`config.mk`:
```
export PLATFORM = sky130hd
export DESIGN_NAME = rvfi_retire_gen_flat
export DESIGN_NICKNAME = d
export VERILOG_FILES = /design/src/rtl/rvfi_pkg.sv /design/src/rtl/rvfi_retire_gen_if.sv /design/src/rtl/rvfi_retire_buf.sv /design/src/rtl/rvfi_retire_gen.sv /design/src/flat_wrapper.sv
export SDC_FILE = /design/constraint.sdc
export NUM_CORES = 2
export LEC_CHECK = 0
export CORE_ASPECT_RATIO = 0.8
export CORE_MARGIN = 2
export CORE_UTILIZATION = 50
export CTS_CLUSTER_DIAMETER = 30
export DETAILED_ROUTE_END_ITERATION = 12
export PLACE_DENSITY = 0.72
export SYNTH_ARGS = -nofsm -noshare
export SYNTH_HDL_FRONTEND = slang
export SYNTH_HIERARCHICAL = 1
export SYNTH_SLANG_ARGS = --single-unit
```
`constraint.sdc`:
```
create_clock -name clock -period 22.2 [get_ports clock]
set_clock_uncertainty 0.05 [all_clocks]
set_input_delay 2.22 -clock clock [delete_from_list [all_inputs] [get_ports clock]]
set_output_delay 2.22 -clock clock [all_outputs]
set_load 0.03 [all_outputs]
```
`src/rtl/rvfi_pkg.sv`:
```
// Purpose: shared record type, constants and illegal-instruction canonicaliser for the RVFI retire path.
// Latency: n/a (types and a pure function only).
// Backpressure: n/a.
// Contents: rvfi_rec_t (one retired instruction plus its load-pending flag),
//           RVFI_MODE_M, RVFI_ORDER_W, rvfi_canon_illegal().
package rvfi_pkg;

    // Record layout is fixed at these widths; the modules' XLEN/ILEN must match.
    localparam int         RVFI_XLEN    = 32;
    localparam int         RVFI_ILEN    = 32;
    localparam int         RVFI_ORDER_W = 64;
    localparam logic [1:0] RVFI_MODE_M  = 2'b11;

    typedef struct packed {
        logic [RVFI_ILEN-1:0]   insn;
        logic [RVFI_XLEN-1:0]   pc_rdata;
        logic [RVFI_XLEN-1:0]   pc_wdata;
        logic                   trap;
        logic                   intr;
        logic                   halt;
        logic [4:0]             rs1_addr;
        logic [4:0]             rs2_addr;
        logic [4:0]             rd_addr;
        logic [RVFI_XLEN-1:0]   rs1_rdata;
        logic [RVFI_XLEN-1:0]   rs2_rdata;
        logic [RVFI_XLEN-1:0]   rd_wdata;
        logic [RVFI_XLEN-1:0]   mem_addr;
        logic [RVFI_XLEN/8-1:0] mem_rmask;
        logic [RVFI_XLEN/8-1:0] mem_wmask;
        logic [RVFI_XLEN-1:0]   mem_rdata;
        logic [RVFI_XLEN-1:0]   mem_wdata;
        logic                   pending;    // load still waiting for its data response
    } rvfi_rec_t;

    // An illegal instruction retires as a trap with no architectural side effects;
    // pc_wdata is left as supplied (trap target chosen by the core).
    function automatic rvfi_rec_t rvfi_canon_illegal(input rvfi_rec_t rec);
        rvfi_rec_t r;
        r           = rec;
        r.trap      = 1'b1;
        r.rd_addr   = 5'd0;
        r.rd_wdata  = '0;
        r.mem_rmask = '0;
        r.mem_wmask = '0;
        r.mem_rdata = '0;
        return r;
    endfunction

endpackage

```
`src/rtl/rvfi_retire_gen_if.sv`:
```
// Purpose: retire-record channel from the core writeback stage to the RVFI generator.
// Latency: n/a (wires only).
// Backpressure: record transfers when ret_valid && ret_ready.
// Modports: master = core writeback (drives the record), slave = rvfi_retire_gen.
interface rvfi_retire_gen_if #(
    parameter int XLEN = 32,
    parameter int ILEN = 32
) ();
    logic              ret_valid;
    logic              ret_ready;
    logic [ILEN-1:0]   ret_insn;
    logic [XLEN-1:0]   ret_pc;
    logic [XLEN-1:0]   ret_next_pc;
    logic              ret_illegal;
    logic              ret_trap;
    logic              ret_intr;
    logic              ret_halt;
    logic [4:0]        ret_rs1_addr;
    logic [4:0]        ret_rs2_addr;
    logic [4:0]        ret_rd_addr;
    logic [XLEN-1:0]   ret_rs1_rdata;
    logic [XLEN-1:0]   ret_rs2_rdata;
    logic [XLEN-1:0]   ret_rd_wdata;
    logic [XLEN-1:0]   ret_mem_addr;
    logic [XLEN-1:0]   ret_mem_wdata;
    logic [XLEN/8-1:0] ret_mem_rmask;
    logic [XLEN/8-1:0] ret_mem_wmask;

    modport master (
        output ret_valid, ret_insn, ret_pc, ret_next_pc, ret_illegal, ret_trap, ret_intr,
               ret_halt, ret_rs1_addr, ret_rs2_addr, ret_rd_addr, ret_rs1_rdata,
               ret_rs2_rdata, ret_rd_wdata, ret_mem_addr, ret_mem_wdata, ret_mem_rmask,
               ret_mem_wmask,
        input  ret_ready
    );

    modport slave (
        input  ret_valid, ret_insn, ret_pc, ret_next_pc, ret_illegal, ret_trap, ret_intr,
               ret_halt, ret_rs1_addr, ret_rs2_addr, ret_rd_addr, ret_rs1_rdata,
               ret_rs2_rdata, ret_rd_wdata, ret_mem_addr, ret_mem_wdata, ret_mem_rmask,
               ret_mem_wmask,
        output ret_ready
    );
endinterface

```
`src/rtl/rvfi_retire_buf.sv`:
```
// Purpose: DEPTH-entry in-order circular store of retire records with in-place load completion.
// Latency: written entry visible at head the cycle after the write.
// Backpressure: full_o when DEPTH entries held; caller must not write while full.
// Ports: clock/reset (sync, active-low); wr_en_i/wr_rec_i write at tail; pop_i advances head;
//        ld_cpl_i + data complete the oldest pending load; head_rec_o/head_vld_o, full_o, ld_hit_o.
module rvfi_retire_buf
    import rvfi_pkg::*;
#(
    parameter int DEPTH = 4
) (
    input  logic                 clock,
    input  logic                 reset,
    input  logic                 wr_en_i,
    input  rvfi_rec_t            wr_rec_i,
    input  logic                 pop_i,
    input  logic                 ld_cpl_i,
    input  logic [RVFI_XLEN-1:0] ld_mem_rdata_i,
    input  logic [RVFI_XLEN-1:0] ld_rd_wdata_i,
    output rvfi_rec_t            head_rec_o,
    output logic                 head_vld_o,
    output logic                 full_o,
    output logic                 ld_hit_o
);
    localparam int AW = $clog2(DEPTH);

    // Pointers carry one extra wrap bit so full and empty are distinguishable.
    logic [AW:0]   head_q, head_d, tail_q, tail_d, count;
    logic [AW-1:0] ld_ptr;
    rvfi_rec_t     mem_q [DEPTH];

    assign count      = tail_q - head_q;
    assign head_vld_o = (head_q != tail_q);
    assign full_o     = (head_q[AW] != tail_q[AW]) && (head_q[AW-1:0] == tail_q[AW-1:0]);
    assign head_rec_o = mem_q[head_q[AW-1:0]];

    // Pending-load pointer: oldest occupied entry still pending, searched from head.
    // Walking downward lets the oldest match win. Only registered state is looked at,
    // so a load written this cycle cannot take this cycle's response.
    always_comb begin
        ld_hit_o = 1'b0;
        ld_ptr   = head_q[AW-1:0];
        for (int i = DEPTH - 1; i >= 0; i--) begin
            if (((AW+1)'(i) < count) && mem_q[head_q[AW-1:0] + AW'(i)].pending) begin
                ld_hit_o = 1'b1;
                ld_ptr   = head_q[AW-1:0] + AW'(i);
            end
        end
    end

    always_comb begin
        head_d = head_q;
        tail_d = tail_q;
        if (wr_en_i) tail_d = tail_q + 1'b1;
        if (pop_i)   head_d = head_q + 1'b1;
    end

    always_ff @(posedge clock) begin
        if (!reset) begin
            head_q <= '0;
            tail_q <= '0;
        end else begin
            head_q <= head_d;
            tail_q <= tail_d;
        end
    end

    // Storage is not reset: occupancy is defined purely by the pointers.
    // Completion and tail write never alias: the pending entry is occupied, the tail is not.
    always_ff @(posedge clock) begin
        if (wr_en_i) mem_q[tail_q[AW-1:0]] <= wr_rec_i;
        if (ld_cpl_i && ld_hit_o) begin
            mem_q[ld_ptr].mem_rdata <= ld_mem_rdata_i;
            if (mem_q[ld_ptr].rd_addr != 5'd0) mem_q[ld_ptr].rd_wdata <= ld_rd_wdata_i;
            mem_q[ld_ptr].pending <= 1'b0;
        end
    end
endmodule

```
`src/rtl/rvfi_retire_gen.sv`:
```
// Purpose: single-channel RVFI producer; buffers in-order retirements, waits for load data, emits with order.
// Latency: non-load emits 1 cycle after acceptance into an empty buffer; load emits 1 cycle after its response.
// Backpressure: ret_ready = !full && !halted (low in reset); no bypass when the head emits in the same cycle.
// Ports: clock/reset (sync, active-low); ret = retire channel (slave); ld_resp_* load data for the
//        oldest pending load; rvfi_* registered RVFI outputs; ld_err sticky unmatched-response flag.
module rvfi_retire_gen
    import rvfi_pkg::*;
#(
    parameter int XLEN  = RVFI_XLEN,
    parameter int ILEN  = RVFI_ILEN,
    parameter int DEPTH = 4
) (
    input  logic                    clock,
    input  logic                    reset,
    rvfi_retire_gen_if.slave        ret,
    input  logic                    ld_resp_valid,
    input  logic [XLEN-1:0]         ld_mem_rdata,
    input  logic [XLEN-1:0]         ld_rd_wdata,
    output logic                    rvfi_valid,
    output logic [RVFI_ORDER_W-1:0] rvfi_order,
    output logic [ILEN-1:0]         rvfi_insn,
    output logic                    rvfi_trap,
    output logic                    rvfi_halt,
    output logic                    rvfi_intr,
    output logic [1:0]              rvfi_mode,
    output logic [4:0]              rvfi_rs1_addr,
    output logic [4:0]              rvfi_rs2_addr,
    output logic [XLEN-1:0]         rvfi_rs1_rdata,
    output logic [XLEN-1:0]         rvfi_rs2_rdata,
    output logic [4:0]              rvfi_rd_addr,
    output logic [XLEN-1:0]         rvfi_rd_wdata,
    output logic [XLEN-1:0]         rvfi_pc_rdata,
    output logic [XLEN-1:0]         rvfi_pc_wdata,
    output logic [XLEN-1:0]         rvfi_mem_addr,
    output logic [XLEN/8-1:0]       rvfi_mem_rmask,
    output logic [XLEN/8-1:0]       rvfi_mem_wmask,
    output logic [XLEN-1:0]         rvfi_mem_rdata,
    output logic [XLEN-1:0]         rvfi_mem_wdata,
    output logic                    ld_err
);
    rvfi_rec_t               rec_in, head_rec;
    logic                    accept, pop, head_vld, buf_full, ld_hit;
    logic                    halted_q, halted_d, ld_err_d;
    logic [RVFI_ORDER_W-1:0] order_q, order_d;

    assign ret.ret_ready = reset && !buf_full && !halted_q;
    assign accept        = ret.ret_valid && ret.ret_ready;
    assign pop           = head_vld && !head_rec.pending;

    always_comb begin
        rec_in           = '0;
        rec_in.insn      = ret.ret_insn;
        rec_in.pc_rdata  = ret.ret_pc;
        rec_in.pc_wdata  = ret.ret_next_pc;
        rec_in.trap      = ret.ret_trap;
        rec_in.intr      = ret.ret_intr;
        rec_in.halt      = ret.ret_halt;
        rec_in.rs1_addr  = ret.ret_rs1_addr;
        rec_in.rs2_addr  = ret.ret_rs2_addr;
        rec_in.rd_addr   = ret.ret_rd_addr;
        rec_in.rs1_rdata = ret.ret_rs1_rdata;
        rec_in.rs2_rdata = ret.ret_rs2_rdata;
        // Load writeback value only exists once the response arrives.
        rec_in.rd_wdata  = (ret.ret_mem_rmask != '0) ? '0 : ret.ret_rd_wdata;
        rec_in.mem_addr  = ret.ret_mem_addr;
        rec_in.mem_rmask = ret.ret_mem_rmask;
        rec_in.mem_wmask = ret.ret_mem_wmask;
        rec_in.mem_wdata = ret.ret_mem_wdata;
        if (ret.ret_illegal) rec_in = rvfi_canon_illegal(rec_in);
        if (rec_in.rd_addr == 5'd0) rec_in.rd_wdata = '0;
        // Canonicalisation clears rmask, so an illegal "load" never waits for data.
        rec_in.pending   = (rec_in.mem_rmask != '0);
    end

    rvfi_retire_buf #(.DEPTH(DEPTH)) u_buf (
        .clock          (clock),
        .reset          (reset),
        .wr_en_i        (accept),
        .wr_rec_i       (rec_in),
        .pop_i          (pop),
        .ld_cpl_i       (ld_resp_valid),
        .ld_mem_rdata_i (ld_mem_rdata),
        .ld_rd_wdata_i  (ld_rd_wdata),
        .head_rec_o     (head_rec),
        .head_vld_o     (head_vld),
        .full_o         (buf_full),
        .ld_hit_o       (ld_hit)
    );

    assign halted_d = halted_q || (pop && head_rec.halt);
    assign order_d  = order_q + RVFI_ORDER_W'(pop);
    assign ld_err_d = ld_err || (ld_resp_valid && !ld_hit);

    always_ff @(posedge clock) begin
        if (!reset) begin
            halted_q <= 1'b0;
            order_q  <= '0;
            ld_err   <= 1'b0;
        end else begin
            halted_q <= halted_d;
            order_q  <= order_d;
            ld_err   <= ld_err_d;
        end
    end

    // Output register: payload only updates on an emit, so it holds between pulses.
    always_ff @(posedge clock) begin
        if (!reset) begin
            rvfi_valid     <= 1'b0;
            rvfi_order     <= '0;
            rvfi_insn      <= '0;
            rvfi_trap      <= 1'b0;
            rvfi_halt      <= 1'b0;
            rvfi_intr      <= 1'b0;
            rvfi_mode      <= 2'b00;
            rvfi_rs1_addr  <= '0;
            rvfi_rs2_addr  <= '0;
            rvfi_rs1_rdata <= '0;
            rvfi_rs2_rdata <= '0;
            rvfi_rd_addr   <= '0;
            rvfi_rd_wdata  <= '0;
            rvfi_pc_rdata  <= '0;
            rvfi_pc_wdata  <= '0;
            rvfi_mem_addr  <= '0;
            rvfi_mem_rmask <= '0;
            rvfi_mem_wmask <= '0;
            rvfi_mem_rdata <= '0;
            rvfi_mem_wdata <= '0;
        end else begin
            rvfi_valid <= pop;
            if (pop) begin
                rvfi_order     <= order_q;
                rvfi_insn      <= head_rec.insn;
                rvfi_trap      <= head_rec.trap;
                rvfi_halt      <= head_rec.halt;
                rvfi_intr      <= head_rec.intr;
                rvfi_mode      <= RVFI_MODE_M;
                rvfi_rs1_addr  <= head_rec.rs1_addr;
                rvfi_rs2_addr  <= head_rec.rs2_addr;
                rvfi_rs1_rdata <= head_rec.rs1_rdata;
                rvfi_rs2_rdata <= head_rec.rs2_rdata;
                rvfi_rd_addr   <= head_rec.rd_addr;
                rvfi_rd_wdata  <= head_rec.rd_wdata;
                rvfi_pc_rdata  <= head_rec.pc_rdata;
                rvfi_pc_wdata  <= head_rec.pc_wdata;
                rvfi_mem_addr  <= head_rec.mem_addr;
                rvfi_mem_rmask <= head_rec.mem_rmask;
                rvfi_mem_wmask <= head_rec.mem_wmask;
                rvfi_mem_rdata <= head_rec.mem_rdata;
                rvfi_mem_wdata <= head_rec.mem_wdata;
            end
        end
    end
endmodule

```
`src/flat_wrapper.sv`:
```
// flat-port wrapper written by rule: the top's interface ports become plain ports
module rvfi_retire_gen_flat import rvfi_pkg::*;
#(
    parameter int XLEN  = RVFI_XLEN,
    parameter int ILEN  = RVFI_ILEN,
    parameter int DEPTH = 4
)
  (clock, reset, ld_resp_valid, ld_mem_rdata, ld_rd_wdata, rvfi_valid, rvfi_order, rvfi_insn, rvfi_trap, rvfi_halt, rvfi_intr, rvfi_mode, rvfi_rs1_addr, rvfi_rs2_addr, rvfi_rs1_rdata, rvfi_rs2_rdata, rvfi_rd_addr, rvfi_rd_wdata, rvfi_pc_rdata, rvfi_pc_wdata, rvfi_mem_addr, rvfi_mem_rmask, rvfi_mem_wmask, rvfi_mem_rdata, rvfi_mem_wdata, ld_err, ret_ret_valid, ret_ret_insn, ret_ret_pc, ret_ret_next_pc, ret_ret_illegal, ret_ret_trap, ret_ret_intr, ret_ret_halt, ret_ret_rs1_addr, ret_ret_rs2_addr, ret_ret_rd_addr, ret_ret_rs1_rdata, ret_ret_rs2_rdata, ret_ret_rd_wdata, ret_ret_mem_addr, ret_ret_mem_wdata, ret_ret_mem_rmask, ret_ret_mem_wmask, ret_ret_ready);
  rvfi_retire_gen_if #(.XLEN(XLEN), .ILEN(ILEN)) ret_i ();
  input  logic clock;
  input  logic reset;
  input  logic ld_resp_valid;
  input  logic [XLEN-1:0] ld_mem_rdata;
  input  logic [XLEN-1:0] ld_rd_wdata;
  output logic rvfi_valid;
  output logic [RVFI_ORDER_W-1:0] rvfi_order;
  output logic [ILEN-1:0] rvfi_insn;
  output logic rvfi_trap;
  output logic rvfi_halt;
  output logic rvfi_intr;
  output logic [1:0] rvfi_mode;
  output logic [4:0] rvfi_rs1_addr;
  output logic [4:0] rvfi_rs2_addr;
  output logic [XLEN-1:0] rvfi_rs1_rdata;
  output logic [XLEN-1:0] rvfi_rs2_rdata;
  output logic [4:0] rvfi_rd_addr;
  output logic [XLEN-1:0] rvfi_rd_wdata;
  output logic [XLEN-1:0] rvfi_pc_rdata;
  output logic [XLEN-1:0] rvfi_pc_wdata;
  output logic [XLEN-1:0] rvfi_mem_addr;
  output logic [XLEN/8-1:0] rvfi_mem_rmask;
  output logic [XLEN/8-1:0] rvfi_mem_wmask;
  output logic [XLEN-1:0] rvfi_mem_rdata;
  output logic [XLEN-1:0] rvfi_mem_wdata;
  output logic ld_err;
  input wire logic [$bits(ret_i.ret_valid)-1:0] ret_ret_valid;
  input wire logic [$bits(ret_i.ret_insn)-1:0] ret_ret_insn;
  input wire logic [$bits(ret_i.ret_pc)-1:0] ret_ret_pc;
  input wire logic [$bits(ret_i.ret_next_pc)-1:0] ret_ret_next_pc;
  input wire logic [$bits(ret_i.ret_illegal)-1:0] ret_ret_illegal;
  input wire logic [$bits(ret_i.ret_trap)-1:0] ret_ret_trap;
  input wire logic [$bits(ret_i.ret_intr)-1:0] ret_ret_intr;
  input wire logic [$bits(ret_i.ret_halt)-1:0] ret_ret_halt;
  input wire logic [$bits(ret_i.ret_rs1_addr)-1:0] ret_ret_rs1_addr;
  input wire logic [$bits(ret_i.ret_rs2_addr)-1:0] ret_ret_rs2_addr;
  input wire logic [$bits(ret_i.ret_rd_addr)-1:0] ret_ret_rd_addr;
  input wire logic [$bits(ret_i.ret_rs1_rdata)-1:0] ret_ret_rs1_rdata;
  input wire logic [$bits(ret_i.ret_rs2_rdata)-1:0] ret_ret_rs2_rdata;
  input wire logic [$bits(ret_i.ret_rd_wdata)-1:0] ret_ret_rd_wdata;
  input wire logic [$bits(ret_i.ret_mem_addr)-1:0] ret_ret_mem_addr;
  input wire logic [$bits(ret_i.ret_mem_wdata)-1:0] ret_ret_mem_wdata;
  input wire logic [$bits(ret_i.ret_mem_rmask)-1:0] ret_ret_mem_rmask;
  input wire logic [$bits(ret_i.ret_mem_wmask)-1:0] ret_ret_mem_wmask;
  output wire logic [$bits(ret_i.ret_ready)-1:0] ret_ret_ready;
  assign ret_i.ret_valid = ret_ret_valid;
  assign ret_i.ret_insn = ret_ret_insn;
  assign ret_i.ret_pc = ret_ret_pc;
  assign ret_i.ret_next_pc = ret_ret_next_pc;
  assign ret_i.ret_illegal = ret_ret_illegal;
  assign ret_i.ret_trap = ret_ret_trap;
  assign ret_i.ret_intr = ret_ret_intr;
  assign ret_i.ret_halt = ret_ret_halt;
  assign ret_i.ret_rs1_addr = ret_ret_rs1_addr;
  assign ret_i.ret_rs2_addr = ret_ret_rs2_addr;
  assign ret_i.ret_rd_addr = ret_ret_rd_addr;
  assign ret_i.ret_rs1_rdata = ret_ret_rs1_rdata;
  assign ret_i.ret_rs2_rdata = ret_ret_rs2_rdata;
  assign ret_i.ret_rd_wdata = ret_ret_rd_wdata;
  assign ret_i.ret_mem_addr = ret_ret_mem_addr;
  assign ret_i.ret_mem_wdata = ret_ret_mem_wdata;
  assign ret_i.ret_mem_rmask = ret_ret_mem_rmask;
  assign ret_i.ret_mem_wmask = ret_ret_mem_wmask;
  assign ret_ret_ready = ret_i.ret_ready;
  rvfi_retire_gen #(.XLEN(XLEN), .ILEN(ILEN), .DEPTH(DEPTH)) u_core (.clock(clock), .reset(reset), .ret(ret_i), .ld_resp_valid(ld_resp_valid), .ld_mem_rdata(ld_mem_rdata), .ld_rd_wdata(ld_rd_wdata), .rvfi_valid(rvfi_valid), .rvfi_order(rvfi_order), .rvfi_insn(rvfi_insn), .rvfi_trap(rvfi_trap), .rvfi_halt(rvfi_halt), .rvfi_intr(rvfi_intr), .rvfi_mode(rvfi_mode), .rvfi_rs1_addr(rvfi_rs1_addr), .rvfi_rs2_addr(rvfi_rs2_addr), .rvfi_rs1_rdata(rvfi_rs1_rdata), .rvfi_rs2_rdata(rvfi_rs2_rdata), .rvfi_rd_addr(rvfi_rd_addr), .rvfi_rd_wdata(rvfi_rd_wdata), .rvfi_pc_rdata(rvfi_pc_rdata), .rvfi_pc_wdata(rvfi_pc_wdata), .rvfi_mem_addr(rvfi_mem_addr), .rvfi_mem_rmask(rvfi_mem_rmask), .rvfi_mem_wmask(rvfi_mem_wmask), .rvfi_mem_rdata(rvfi_mem_rdata), .rvfi_mem_wdata(rvfi_mem_wdata), .ld_err(ld_err));
endmodule
```
# [Word-level counts from Yosys, hierarchy flattened]
# Memories as Yosys holds them, arrays and structs flattened. A register that Yosys moved wholly into a read port is not among the register bits.
# Index checks and enable logic that the tools add are counted.
[op_classes] n_eq_ne=3 mux=20 add_sub_neg=7 n_lt_le_gt_ge=4 n_reduce_logical=22
[ops] op="219-bit two-way mux" n=1
[ops] op="64-bit by 1-bit adder with 64-bit output" n=1
[ops] op="32-bit two-way mux" n=2
[ops] op="1-bit logical AND" n=12
[ops] op="2-bit two-way mux" n=6
[ops] op="1-bit two-way mux" n=11
[ops] op="4-bit nonzero test" n=2
[ops] op="3-bit by 1-bit adder with 3-bit output, second input constant" n=2
[ops] op="1-bit by 3-bit < comparator with 1-bit output, first input constant" n=2
[ops] op="2-bit by 3-bit < comparator with 1-bit output, first input constant" n=2
[ops] op="5-bit logical NOT" n=1
[ops] op="5-bit nonzero test" n=1
[ops] op="2-bit adder, second input constant" n=2
[ops] op="1-bit logical NOT" n=4
[ops] op="3-bit inequality test" n=1
[ops] op="3-bit subtractor" n=1
[ops] op="2-bit by 1-bit adder with 2-bit output, second input constant" n=1
[ops] op="2-bit equality test" n=1
[ops] op="1-bit logical OR" n=2
[ops] op="1-bit inequality test" n=1
[totals] in_bits=351 mem_count=1 out_inout_bits=383 wordCells=82 mem_bits_rw=1260 regBits=452
[memory_table] name="u_core.u_buf.mem_q" words=4 word_bits=315 read_ports=5 rd_ports_with_merged_regs=1 write_ports=2 line_no="rvfi_retire_buf.sv:29" rtl="rvfi_rec_t mem_q [DEPTH];"

# [Depth between registers and ports, before layout]
# An unclocked memory read counts as a cell.
[depth] word_depth=12 mapped_depth=17 depth_no_buf=12

# [Modules after synthesis]
# The synthesis kept the hierarchy.
[modules_own_cells] mod="rvfi_retire_buf" area_each_um2=50868.8 seq_area_each_um2=37956.4 instances=1 cells_per_inst=2437
[modules_own_cells] mod="rvfi_retire_gen" area_each_um2=16301.9 seq_area_each_um2=8928.6 instances=1 cells_per_inst=2078

# [Worst setup path after synthesis]
# Ideal clock, no wire load.
[synth_timing] kind="input-to-reg" start="input port reset" end="memory u_core/u_buf/mem_q[3][100] in the netlist's numbering, enable pin" slack_ns=10.809 stages=7 setup_time_ns=0.712 path_buffers=2 arrival_time_ns=10.629 required_time_ns=21.438 cell_sequence="inv_2 > nor3_1 > and2_1 > clkbuf_1 > nand2_1 > clkinv_1 > clkbuf_1"
[synth_lines] element="start: declaration" line_no="flat_wrapper.sv:11" rtl="input logic reset;"
[synth_lines] element="end: declaration" line_no="rvfi_retire_buf.sv:29"

==> impl_metrics.json <==
{
  "status": "completed",
  "worstHoldPathType": "reg -> reg",
  "die_h_um": 332,
  "io_buffers": 733,
  "cts.path.max_buffers": 4,
  "crit_start": "reset",
  "ant_nets": 0,
  "overflow": 0,
  "drive_above_1_share_pct": 16.9,
  "r2r_setup_slack_ns": 16.17,
  "synth-async-reset-ratio_pct": 0,
  "post_cts_resized": 0,
  "vias": 42600,
  "htreeDepth": 5,
  "leakage_nw": 29.6,
  "path_max_fanout": 124,
  "first_iter_violations": 3895,
  "grt_pass1_wl_um": 269000,
  "worstReg2RegEnd": "u_core/order_q[58]",
  "multi_input_area_um2": 19600,
  "cts_root_buf": "clkbuf_16",
  "path_class": "in -> reg",
  "p_sw_w": 0.00380,
  "initial_core_util_pct": 50.3,
  "yosysMostFrequentCell": "edfxtp_1",
  "max_freq_mhz": 147,
  "netSwitchingFraction_pct": 32.0,
  "worstSkewPairLatency_ns": 0.89,
  "yosysSeqAreaShare_pct": 69.8,
  "maxSlewHeadroom_pct": 19.8,
  "yosys_warnings": 6,
  "post_drt_wl_per_cell_um": 24.3,
  "final.setup.tns_ns": 0,
  "fp.dieW_um": 414,
  "synth_common_cells": "edfxtp_1, nand2_1, dfxtp_1",
  "cp-end-kind": "flip-flop",
  "rows": 120,
  "p_int_w": 0.00809,
  "yosys.area.top_type": "edfxtp_1",
  "grt_pass1_vias": 42500,
  "seqCellArea_um2": 46900,
  "post_cts_buffers": 0,
  "synth_ff_type": "edfxtp_1",
  "gp_congestion": 0.845,
  "antenna_found_initial": 42,
  "p_per_area_nw_per_um2": 137,
  "clkPwrFrac_pct": 38.2,
  "cts_buffers": 298,
  "syn_inst": 4515,
  "grt_max_degree": 177,
  "area_growth_syn_to_layout_pct": 29.1,
  "dp_hpwl_um": 104000,
  "routed_via_density": 5.72,
  "worstPathRequired_ns": 22.62,
  "cp_data_arrival_time_ns": 7.23,
  "crit_end": "u_core/u_buf/mem_q[2][268]",
  "syn_area_per_cell_um2": 14.9,
  "synth_edf_count": 1256,
  "drc": 0,
  "slew_violations": 0,
  "setup_viol": 0,
  "p_seq_share_pct": 34.8,
  "drt-pass1-iter-count": 5,
  "final-hold-violation-count": 0,
  "p_comb_share_pct": 27.0,
  "worstMarginPinSlew_ns": 1.20,
  "path_clk_slew_ns": 0.04,
  "fillCellCount": 9270,
  "pin_count": 734,
  "start_kind": "input port",
  "final.min_clock_period_ns": 6.81,
  "fin_hold_ws_ns": 0.401,
  "cap_viol_max_count": 0,
  "wl_um": 181000,
  "synthesis.area_um2": 67200,
  "nNetsFinal": 5777,
  "ys_types": 57,
  "r2r_cells": 10,
  "synth_top_area_share_pct": 56.1,
  "hold_path_depth": 2,
  "die_area_um2": 137000,
  "synthTopCellsByArea": "edfxtp_1, dfxtp_1, mux4_2, nand2_1, a21oi_1",
  "peakVddDrop_uv": 167,
  "rsz0062_at_grt": "false",
  "cts_tree": "built",
  "cts_hold_buf": 0,
  "grt_use_total_pct": 25.9,
  "ys_ff_latch": 1714,
  "core-area_um2": 134000,
  "clock_sinks": 1714,
  "post-route-period-util_pct": 30.7
}
metal layers:
| layer | track usage [%] | routed length [um] |
|---|---|---|
| met2 | 41.6 | 90000 |
| met1 | 34.1 | 71700 |
| met3 | 5.62 | 12700 |
| met4 | 11.6 | 6720 |
| met5 | 0 | 91 |
worst max-delay path, stage by stage:
cell	delay [ns]
clkdlybuf4s50_1	0.48
buf_4	0.32
inv_8	0.32
nor3_1	0.36
and2_4	0.68
nand2_1	0.36
inv_8	0.52
buf_4	0.81
buf_4	0.88
sequential cells by signal, indices dropped and copies added (netlist names), 3 cells and up, named ones only:
signal	count
u_core/rvfi_mem_rdata	32
u_core/rvfi_mem_wdata	32
u_core/rvfi_rs1_addr	5
u_core/rvfi_rs2_addr	5
u_core/rvfi_insn	32
u_core/rvfi_order	64
u_core/rvfi_mem_rmask	4
u_core/rvfi_rd_wdata	32
u_core/rvfi_rs1_rdata	32
u_core/u_buf/mem_q	1260
u_core/rvfi_rs2_rdata	32
u_core/order_q	64
u_core/rvfi_mem_wmask	4
u_core/u_buf/head_q	3
u_core/rvfi_pc_rdata	32
u_core/rvfi_mem_addr	32
u_core/u_buf/tail_q	3
u_core/rvfi_pc_wdata	32
u_core/rvfi_rd_addr	5
power groups by stage:
stage          sequential (W)  combinational, W  clock [W]
3_5_place_dp          0.00419           0.00320          0
3_3_place_gp          0.00418           0.00318          0
4_1_cts               0.00414           0.00323    0.00460
2_1_floorplan         0.00454           0.00164          0
6_report              0.00414           0.00321    0.00454
5_1_grt               0.00417           0.00341    0.00475
logic make-up (layout without fill, tap and decap cells):
group                    after synthesis  in the layout  share of synthesized area (%)
XOR/XNOR                              48             48                          0.658
adder cells (fa/ha/maj)               10             10                          0.197
other                                  1            162                        0.00558
AND/OR/NAND/NOR                     1391           1391                           9.56
multiplexers                         520            520                           14.0
buffers and inverters                333           1332                           1.91
flip-flops                          1714           1714                           69.8
AO/OA/AOI/OAI                        498            498                           3.84
through the flow:
step                      power (W)  instance area, um2  instances  utilization (%)  setup slack (ns)
after floorplan             0.00619               67600       4642                -             10.81
after detailed placement    0.00740               76600       6885             57.3             14.50
after global routing         0.0123               86700       7443             64.9             15.09
after CTS                    0.0120               86600       7410             64.8             15.40
final                        0.0119               86700       7444             64.9             15.39
after global placement      0.00736               76600       6885             57.3             14.58
how the worst min path moves through the flow:
stage | slack [ns] | to | start
finish | 0.40 | u_core/rvfi_mem_rdata[16] | u_core/rvfi_mem_rdata[16]
global placement | 0.39 | u_core/rvfi_pc_wdata[14] | u_core/rvfi_pc_wdata[14]
CTS | 0.40 | u_core/rvfi_mem_rdata[16] | u_core/rvfi_mem_rdata[16]
floorplan | 0.39 | u_core/rvfi_order[0] | u_core/order_q[0]
detailed placement | 0.40 | u_core/rvfi_mem_rdata[16] | u_core/rvfi_mem_rdata[16]
global route | 0.42 | u_core/rvfi_order[29] | u_core/rvfi_order[29]
cell type report:
type	instances	share of cell area [%]
diodes	34	0.0981
flip-flops and latches	1714	54.1
clock buffers	366	9.28
well taps	1769	2.55
clock inverters	159	2.27
multi-input cells	2595	22.6
repair buffers	787	9.00
inverters	20	0.139
cell usage in the layout (no fill, tap or decap), drive strengths merged, types with 2 or more instances in the layout:
cell type / Yosys / routed
nor4: 18 / 18
or3: 14 / 14
buf: 72 / 54
nand2b: 6 / 6
clkbuf: 241 / 366
mux4: 318 / 318
o31ai: 5 / 5
nand4: 95 / 95
clkdlybuf4s50: 0 / 733
xor2: 17 / 17
mux2i: 9 / 9
edfxtp: 1256 / 1256
or4: 9 / 9
ha: 9 / 9
a211oi: 2 / 2
nor3: 21 / 21
mux2: 193 / 193
or2: 3 / 3
inv: 18 / 51
conb: 1 / 128
o21a: 4 / 4
clkinv: 2 / 74
a21boi: 2 / 2
and3: 198 / 198
xnor2: 30 / 30
o21ai: 77 / 77
diode: 0 / 34
and2: 42 / 42
dfxtp: 458 / 458
and4: 9 / 9
a21oi: 399 / 399
nand3: 26 / 26
nor2b: 17 / 17
nor2: 59 / 59
o211ai: 3 / 3
nand2: 872 / 872
bufinv: 0 / 37
clkinvlp: 0 / 17
Power figures use the tool's default switching activity.
